## config.mk

```make
export PLATFORM = sky130hd
export DESIGN_NAME = instr_fetch
export DESIGN_NICKNAME = d
export VERILOG_FILES = /design/src/rtl/rv32_pkg.sv /design/src/rtl/fetch_fifo.sv /design/src/rtl/instr_fetch.sv
export SDC_FILE = /design/constraint.sdc
export NUM_CORES = 1
export LEC_CHECK = 0
export BUFFER_PORTS_ARGS = -buffer_cell sky130_fd_sc_hd__buf_2
export CAP_MARGIN = 20
export CORE_MARGIN = 10
export CORE_UTILIZATION = 25
export CTS_CLUSTER_SIZE = 28
export DETAILED_ROUTE_END_ITERATION = 8
export SYNTH_ARGS = -nofsm -noshare
export SYNTH_HDL_FRONTEND = slang
export SYNTH_SLANG_ARGS = --single-unit
```

## constraint.sdc

```tcl
create_clock -name clk -period 9.63 [get_ports clk]
set_input_delay 0.963 -clock clk [delete_from_list [all_inputs] [get_ports clk]]
set_output_delay 0.963 -clock clk [all_outputs]
set_load 0.1 [all_outputs]
```

## src/rtl/rv32_pkg.sv

```systemverilog
`default_nettype none
// ============================================================================
// Module   : rv32_pkg
// Purpose  : Shared RV32I core types and constants (fetch entry record).
// Revision : 1.0  initial release
// ============================================================================
package rv32_pkg;

  localparam int XLEN = 32;
  localparam int ILEN = 32;

  localparam logic [ILEN-1:0] NOP_INSTR        = 32'h0000_0013;
  localparam logic [XLEN-1:0] RESET_PC_DEFAULT = 32'h0000_0000;

  typedef struct packed {
    logic [XLEN-1:0] pc;
    logic [ILEN-1:0] instr;
    logic            misalign;
  } fetch_entry_t;

endpackage : rv32_pkg
`default_nettype wire

```

## src/rtl/fetch_fifo.sv

```systemverilog
`default_nettype none
// ============================================================================
// Module   : fetch_fifo
// Purpose  : DEPTH-entry synchronous FIFO of fetch entries with flush.
// Revision : 1.0  initial release
// ============================================================================
module fetch_fifo
  import rv32_pkg::*;
#(
  parameter  int DEPTH = 2,
  localparam int PTR_W = (DEPTH > 1) ? $clog2(DEPTH) : 1,
  localparam int CNT_W = PTR_W + 1
) (
  input  logic             clk,
  input  logic             rst_n,
  input  logic             flush,
  input  logic             push,
  input  fetch_entry_t     push_data,
  input  logic             pop,
  output fetch_entry_t     head,
  output logic             empty,
  output logic             full,
  output logic [CNT_W-1:0] count
);

  fetch_entry_t     r_mem [DEPTH];
  logic [PTR_W-1:0] r_wr_ptr;
  logic [PTR_W-1:0] r_rd_ptr;
  logic [CNT_W-1:0] r_count;

  logic w_push;
  logic w_pop;

  assign empty = (r_count == '0);
  assign full  = (r_count == CNT_W'(DEPTH));
  assign count = r_count;
  assign head  = r_mem[r_rd_ptr];

  // A pop frees a slot in the same cycle, so push into a full FIFO is legal then.
  assign w_pop  = pop && !empty;
  assign w_push = push && (!full || w_pop);

  always_ff @(posedge clk or negedge rst_n) begin
    if (!rst_n) begin
      for (int i = 0; i < DEPTH; i++) begin
        r_mem[i] <= '0;
      end
      r_wr_ptr <= '0;
      r_rd_ptr <= '0;
      r_count  <= '0;
    end else if (flush) begin
      r_wr_ptr <= '0;
      r_rd_ptr <= '0;
      r_count  <= '0;
    end else begin
      if (w_push) begin
        r_mem[r_wr_ptr] <= push_data;
        r_wr_ptr        <= r_wr_ptr + 1'b1;
      end
      if (w_pop) begin
        r_rd_ptr <= r_rd_ptr + 1'b1;
      end
      case ({w_push, w_pop})
        2'b10:   r_count <= r_count + 1'b1;
        2'b01:   r_count <= r_count - 1'b1;
        default: r_count <= r_count;
      endcase
    end
  end

endmodule : fetch_fifo
`default_nettype wire

```

## src/rtl/instr_fetch.sv

```systemverilog
`default_nettype none
// ============================================================================
// Module   : instr_fetch
// Purpose  : RV32I fetch stage: PC, credit-limited I_mem requests, prefetch
//            buffer and redirect handling. Optional FETCH_MISALIGN_TRAP_EN
//            adds a misaligned-redirect trap entry and instr_misalign output.
// Revision : 1.0  initial release
// ============================================================================
module instr_fetch
  import rv32_pkg::*;
#(
  parameter logic [31:0] RESET_PC = RESET_PC_DEFAULT,
  parameter int          DEPTH    = 2,
  parameter int          ADDR_W   = 32
) (
  input  logic              clk,
  input  logic              rst_n,
  output logic              imem_req,
  output logic [ADDR_W-1:0] imem_addr,
  input  logic [31:0]       imem_rdata,
  output logic              instr_valid,
  input  logic              instr_ready,
  output logic [31:0]       instr,
  output logic [31:0]       instr_pc,
  input  logic              redirect_valid,
  input  logic [31:0]       redirect_pc
`ifdef FETCH_MISALIGN_TRAP_EN
  ,
  output logic              instr_misalign
`endif
);

  localparam int CNT_W = ((DEPTH > 1) ? $clog2(DEPTH) : 1) + 1;

  logic [31:0]      r_fetch_pc;
  logic [31:0]      r_issue_pc;
  logic             r_inflight;
  logic             r_started;

  logic             w_halted;
  logic             w_trap_pend;
  fetch_entry_t     w_trap_entry;

  fetch_entry_t     w_head;
  fetch_entry_t     w_resp;
  fetch_entry_t     w_out;
  logic             w_empty;
  logic             w_full;
  logic [CNT_W-1:0] w_count;
  logic [CNT_W:0]   w_occ;
  logic             w_resp_valid;
  logic             w_pop;
  logic             w_issue;
  logic             w_fifo_push;
  logic             w_fifo_pop;
  logic             w_unused_full;

  // The in-flight response already owns a credit, so it is counted in occupancy.
  assign w_occ = {1'b0, w_count}
               + (CNT_W+1)'(r_inflight)
               + (CNT_W+1)'(w_trap_pend)
               - (CNT_W+1)'(w_pop);

  assign w_issue = r_started && !redirect_valid && !w_halted
                && (w_occ < (CNT_W+1)'(DEPTH));

  assign w_resp_valid = r_inflight || w_trap_pend;

  always_comb begin
    w_resp = '{pc: r_issue_pc, instr: imem_rdata, misalign: 1'b0};
    if (w_trap_pend) begin
      w_resp = w_trap_entry;
    end
  end

  // An arriving response bypasses an empty buffer so decode sees it the same cycle.
  always_comb begin
    w_out = w_head;
    if (w_empty && w_resp_valid) begin
      w_out = w_resp;
    end
  end

  assign instr_valid = !w_empty || w_resp_valid;
  assign instr       = w_out.instr;
  assign instr_pc    = w_out.pc;
  assign imem_req    = w_issue;

  assign w_pop       = instr_valid && instr_ready;
  assign w_fifo_pop  = w_pop && !w_empty;
  assign w_fifo_push = w_resp_valid && !redirect_valid && !(w_empty && w_pop);

  generate
    if (ADDR_W <= 32) begin : g_addr_narrow
      assign imem_addr = r_fetch_pc[ADDR_W-1:0];
    end else begin : g_addr_wide
      assign imem_addr = {{(ADDR_W-32){1'b0}}, r_fetch_pc};
    end
  endgenerate

  always_ff @(posedge clk or negedge rst_n) begin
    if (!rst_n) begin
      r_fetch_pc <= RESET_PC;
      r_issue_pc <= '0;
      r_inflight <= 1'b0;
      r_started  <= 1'b0;
    end else begin
      r_started  <= 1'b1;
      // A redirect suppresses issue, so nothing of the old stream is in flight next cycle.
      r_inflight <= w_issue;
      if (w_issue) begin
        r_issue_pc <= r_fetch_pc;
        r_fetch_pc <= r_fetch_pc + 32'd4;
      end
      if (redirect_valid) begin
        r_fetch_pc <= {redirect_pc[31:2], 2'b00};
      end
    end
  end

`ifdef FETCH_MISALIGN_TRAP_EN
  logic        r_halted;
  logic        r_trap_pend;
  logic [31:0] r_trap_pc;

  always_ff @(posedge clk or negedge rst_n) begin
    if (!rst_n) begin
      r_halted    <= 1'b0;
      r_trap_pend <= 1'b0;
      r_trap_pc   <= '0;
    end else begin
      r_trap_pend <= 1'b0;
      if (redirect_valid) begin
        r_halted    <= |redirect_pc[1:0];
        r_trap_pend <= |redirect_pc[1:0];
        r_trap_pc   <= redirect_pc;
      end
    end
  end

  assign w_halted       = r_halted;
  assign w_trap_pend    = r_trap_pend;
  assign w_trap_entry   = '{pc: r_trap_pc, instr: NOP_INSTR, misalign: 1'b1};
  assign instr_misalign = w_out.misalign;
  assign w_unused_full  = w_full;
`else
  assign w_halted      = 1'b0;
  assign w_trap_pend   = 1'b0;
  assign w_trap_entry  = '0;
  assign w_unused_full = ^{w_full, w_out.misalign, redirect_pc[1:0]};
`endif

  fetch_fifo #(
    .DEPTH (DEPTH)
  ) u_fifo (
    .clk       (clk),
    .rst_n     (rst_n),
    .flush     (redirect_valid),
    .push      (w_fifo_push),
    .push_data (w_resp),
    .pop       (w_fifo_pop),
    .head      (w_head),
    .empty     (w_empty),
    .full      (w_full),
    .count     (w_count)
  );

endmodule : instr_fetch
`default_nettype wire

```

## After elaboration in Yosys (flattened, before gate mapping)

Index checks and enable logic that the tools add are counted.

| word-level totals | value |
|---|---|
| register bits after elaboration | 200 |
| input port bits | 68 |
| output and inout bits | 98 |
| word-level logic and storage cells | 68 |

| operators by class | value |
|---|---|
| add/sub/neg operators | 7 |
| magnitude comparators | 4 |
| eq/ne operators | 3 |
| muxes and demuxes | 15 |
| bitwise operators | 3 |
| reduce and logical (&&, ||, !) cells | 23 |

Operator list:

| cell | count |
|---|---|
| $mux 65 | 5 |
| $bwmux 130 | 1 |
| $demux 65 s1 | 1 |
| $mux 32 | 2 |
| $add 32x3->32 const B | 1 |
| $logic_and 1x1->1 | 11 |
| $reduce_bool 2->1 | 3 |
| $eq 2x2->1 const B | 2 |
| $ge 2x2->1 const B | 2 |
| $logic_not 1->1 | 4 |
| $mux 1 | 4 |
| $not 1->2 | 2 |
| $pmux 2 s2 | 1 |
| $add 2x1->3 | 1 |
| $lt 3x2->1 const B | 1 |
| $reduce_bool 3->1 | 1 |
| $sub 3x1->3 | 1 |
| $add 1x1->1 const B | 2 |
| $add 2x1->2 const B | 1 |
| $eq 2x1->1 const B | 1 |
| $logic_not 2->1 | 1 |
| $logic_or 1x1->1 | 2 |
| $lt 2x1->1 const B | 1 |
| $mux 2 | 1 |
| other kinds (3) | 3 |

## Depth between registers and ports, before layout

| depth | value |
|---|---|
| word-level depth | 11 |
| depth in mapped cells | 12 |
| gate-level depth less buffers | 10 |

## By module

Synthesis repeated with hierarchy kept, for this count alone.

| unflattened totals | value |
|---|---|
| cell total of the unflattened synthesis | 786 |
| area total of the unflattened synthesis | 9785.6 um^2 |

Modules (own cells, without submodules):

| module | times used | cells each | area an instance (um^2) | seq. area each (um^2) |
|---|---|---|---|---|
| fetch_fifo | 1 | 371 | 5953.2 | 3353.2 |
| instr_fetch | 1 | 415 | 3832.4 | 1551.5 |

## Least setup slack after synthesis

OpenSTA, ideal clock, no wires.

| timing | value |
|---|---|
| path kind | register -> output |
| start | reg u_fifo.r_count[0], in the netlist u_fifo.count[0] |
| end | out imem_req |
| data arrival time | 3.621 ns |
| data required time | 8.667 ns |
| setup slack | 5.046 ns |
| stages on the path, launching flop included | 10 |
| path buffers | 2 |
| cell sequence | dfrtp_1 > clkbuf_1 > or3_1 > and2_1 > ha_1 > nand2b_1 > fa_1 > xor2_1 > nor3_2 > buf_2 |

| between the ends | value |
|---|---|
| longest elaborated chain between the ends | 7 |
| elaborated cells on any way between the ends | 8 |
| those cells by class | add/sub (2); order compare (1); reduce/logical (5) |

RTL lines:

| what | line | source |
|---|---|---|
| start: declaration | fetch_fifo.sv:29 | `logic [CNT_W-1:0] r_count;` |
| start signal: assignment | fetch_fifo.sv:64 | `2'b10: r_count <= r_count + 1'b1;` |
| start signal: assignment | fetch_fifo.sv:65 | `2'b01: r_count <= r_count - 1'b1;` |
| start signal: assignment | fetch_fifo.sv:66 | `default: r_count <= r_count;` |
| $logic_not 2->1 | fetch_fifo.sv:34 | `assign empty = (r_count == '0);` |
| $logic_not 1->1 | instr_fetch.sv:84 | `assign instr_valid = !w_empty \|\| w_resp_valid;` |
| $logic_or 1x1->1 | instr_fetch.sv:84 |  |
| named net instr_valid | instr_fetch.sv:21 | `output logic instr_valid,` |
| $logic_and 1x1->1 | instr_fetch.sv:89 | `assign w_pop = instr_valid && instr_ready;` |
| $sub 3x1->3 | instr_fetch.sv:62 | `- (CNT_W+1)'(w_pop);` |
| $lt 3x2->1 | instr_fetch.sv:65 | `&& (w_occ < (CNT_W+1)'(DEPTH));` |
| $logic_and 1x1->1 | instr_fetch.sv:65 |  |
| end: declaration | instr_fetch.sv:18 | `output logic imem_req,` |

The timed path passes the listed nets, and every way through them passes these cells.

## Final worst setup path

| timing | value |
|---|---|
| start | reg u_fifo.r_count[1], in the netlist u_fifo.count[1] |
| end | out imem_req |

| between the ends | value |
|---|---|
| longest elaborated chain between the ends | 7 |
| elaborated cells on any way between the ends | 8 |
| those cells by class | add/sub (2); order compare (1); reduce/logical (5) |

RTL lines:

| what | line |
|---|---|
| $logic_not 2->1 | fetch_fifo.sv:34 |
| $logic_not 1->1 | instr_fetch.sv:84 |
| $logic_or 1x1->1 | instr_fetch.sv:84 |
| $logic_and 1x1->1 | instr_fetch.sv:89 |
| $sub 3x1->3 (*) | instr_fetch.sv:62 |
| $lt 3x2->1 (*) | instr_fetch.sv:65 |
| $logic_and 1x1->1 (*) | instr_fetch.sv:65 |

Mark *: on every way between the ends. The rest lies on a longest branch, timed or not.

==> flow_summary.ini <==
[worst_setup_path]
endpoint_kind = output pin
crit_type = flip-flop to output pin
max_stage_delay_ps = 520
critPathLaunchType = flip-flop
required_ps = 8670
critPathBufInv = 1
crit_path_cell_trace = or3_1 -> and2_1 -> ha_1 -> nand2b_1 -> fa_1 -> xor2_1 -> nor3_4 -> buf_2
cp.arrival_ps = 3270
path_max_fanout = 11
critPathTopFamily = simple AND/OR/NAND/NOR gates
cp_slowest_cell = dfrtp_1

[synthesis]
ys_ff_latch = 190
synth_cell_types = 48
ys_warn_count = 0
synthFlopType = dfrtp_1
async_flop_share = 1.00
netlist_area_um2 = 9100
synth_edf_count = 0
synthCells = 779
synth_area_per_cell_um2 = 11.7
seq_area_frac_synth = 0.522

[sta]
fin_crit_sh = 0.439
skew_ps = 14.8
slew-limit-headroom = 0.265
finalSetupViolCount = 0
slew_viol_final = 0
fin_crit_ps = 4230
tightest_slew_ps = 1100
hold_slack_ps = 506
fmax_ghz = 0.236
hold_viol_final = 0
tns_ps = 0
grt_setup_unrepaired = false

[power_and_ir_drop]
p_leak_nw = 4.78
peakVddDrop_v = 0.000246
cellPowerDensity_nw_per_um2 = 303

[global_routing]
grt_busiest_layer = met2
grt_util_met2 = 0.174
met1_usage = 0.140
grt_util_all_layers = 0.110
use_met3 = 0.0380
first_global_vias = 6552
grt_max_degree = 120
grt_antenna_before_repair = 1
globalRouteOverflowTotal = 0
grt_pass1_wl_um = 38200

[drt]
wire_per_inst_um = 17.7
wl_um = 24600
drt-initial-drc-count = 313
viasPerCell = 4.53
ant_nets = 0
drc = 0
via_count = 6303
drtPass1Iterations = 4

[cells_and_area]
layout-drive-gt1-share = 0.398
nNetsFinal = 987
num_antenna_cells = 0
fillCellCount = 3647
layout-area-overhead-vs-synth_pct = 20.2

[clock_tree]
cts_tree = built
hold_buffers = 0
cts.path.max_buffers = 2
clockRootBuffer = clkbuf_16
cts_setup_buffers = 0
clk_pin_slew_ps = 80
cts_resized = 0
clock_latency_ps = 450
h-tree-depth = 4
cts_sinks = 190
numCtsBuffers = 17

[floorplan]
io_pins = 166
die_area_um2 = 44400
fp-row-count = 69
core_um2 = 35700
die_width_um = 211
fp.dieH_um = 211
start_util = 0.255

[place]
place_congestion = 0.774
hpwl_um = 16600
io_buffers = 159

[job]
cap_violations = 0

[hold_path]
hp-class = flip-flop to flip-flop

[status]
outcome = finished clean
cell type report:
cell class / count / area [um2] / share of cell area
multi-input cells: 536 / 4130 / 0.377
flip-flops and latches: 190 / 4760 / 0.435
clock inverters: 15 / 170 / 0.0156
well taps: 461 / 577 / 0.0528
inverters: 4 / 15.0 / 0.00137
repair buffers: 167 / 862 / 0.0788
clock buffers: 17 / 425 / 0.0389
per-layer routing:
layer / part of all wire / vias to the layer above
met3: 0.065 / 20
li1: - / 3023
met5: 0.00053 / -
met4: 0.012 / 2
met1: 0.46 / 3123
met2: 0.46 / 135
metrics by stage:
step,total power [mW],setup WS (ps),instance area [um2],util,cells
floorplan,2.35,5050,9110,-,782
global placement,2.60,5720,10300,0.289,1357
detailed placement,2.62,5680,10300,0.289,1357
CTS,3.36,5360,10900,0.306,1389
global route,3.48,5240,10900,0.306,1390
finish,3.31,5400,10900,0.306,1390
path summary, 6_finish.rpt:
kind | from | slack (ps) | cells past startpoint | end
setup / recovery | u_fifo.count[1] | 5400 | 8 | imem_req
max in group asynchronous | rst_n | 7440 | 2 | imem_addr[23]
hold reg to reg | u_fifo.r_mem[4] | 510 | 1 | u_fifo.r_mem[4]
hold / removal | u_fifo.r_mem[4] | 510 | 1 | u_fifo.r_mem[4]
min in group asynchronous | rst_n | 660 | 1 | u_fifo.r_mem[36]
setup reg to reg | u_fifo.count[1] | 5980 | 11 | imem_addr[14]
state kept, by name, indices dropped and copies added, names as in the netlist:
signal / cells
u_fifo.r_wr_ptr: 1
imem_addr: 30
u_fifo.r_rd_ptr: 1
u_fifo.r_mem: 124
u_fifo.count: 2
r_issue_pc: 30
r_inflight: 1
r_started: 1
power by group:
| group | switching [mW] | total, mW | leakage (nW) | internal, mW |
|---|---|---|---|---|
| clock network | 0.353 | 0.725 | 0.287 | 0.372 |
| logic | 1.14 | 1.46 | 2.08 | 0.313 |
| registers | 0.132 | 1.13 | 2.41 | 0.998 |
cells by family (layout without fill, tap and decap cells):
logic type	Yosys count	count (layout)	share of synthesized area
muxes	218	218	0.261
DFF	190	190	0.522
and+or+nand+nor	183	183	0.0993
AOI/OAI and AO/OA	106	106	0.0632
buffers and inverters	56	203	0.0280
xor gates and xnor gates	21	21	0.0202
adders and majority gates	3	3	0.00495
other	2	5	0.000825
cell usage after synthesis (all sizes together) (2+ instances only):
library cell / count / area share
dfrtp: 190 / 0.52
ha: 2 / 0.0027
o311ai: 4 / 0.0039
inv: 4 / 0.0016
nor2b: 11 / 0.0076
o211ai: 2 / 0.0016
and2: 2 / 0.0014
nand4: 12 / 0.0089
nand3: 7 / 0.0038
xor2: 11 / 0.011
nand2b: 4 / 0.0027
conb: 2 / 0.00083
buf: 25 / 0.015
mux2: 154 / 0.19
nand3b: 2 / 0.0016
nor2: 13 / 0.0054
xnor2: 10 / 0.0096
mux2i: 64 / 0.070
or3: 2 / 0.0019
or4: 2 / 0.0025
or2: 4 / 0.0028
a211oi: 2 / 0.0016
o21ai: 91 / 0.050
and3: 2 / 0.0014
o31ai: 2 / 0.0016
nor3: 7 / 0.0049
nand2: 105 / 0.043
nor4: 7 / 0.0082
clkbuf: 27 / 0.011
placed cells by master (no fill, tap or decap), drive strengths merged, types with 2 or more instances in the layout:
cell,n
clkinv,4
nand3b,2
and2,2
xor2,11
o311ai,4
nand2,105
xnor2,10
o31ai,2
dfrtp,190
o21ai,91
clkinvlp,2
ha,2
nand3,7
or4,2
or2,4
mux2i,64
nor2,13
nor4,7
or3,2
o211ai,2
nand4,12
buf,165
and3,2
clkbuf,19
nand2b,4
nor3,7
mux2,154
nor2b,11
inv,12
a211oi,2
conb,5
Note: power is estimated with default switching activity, not from simulation.
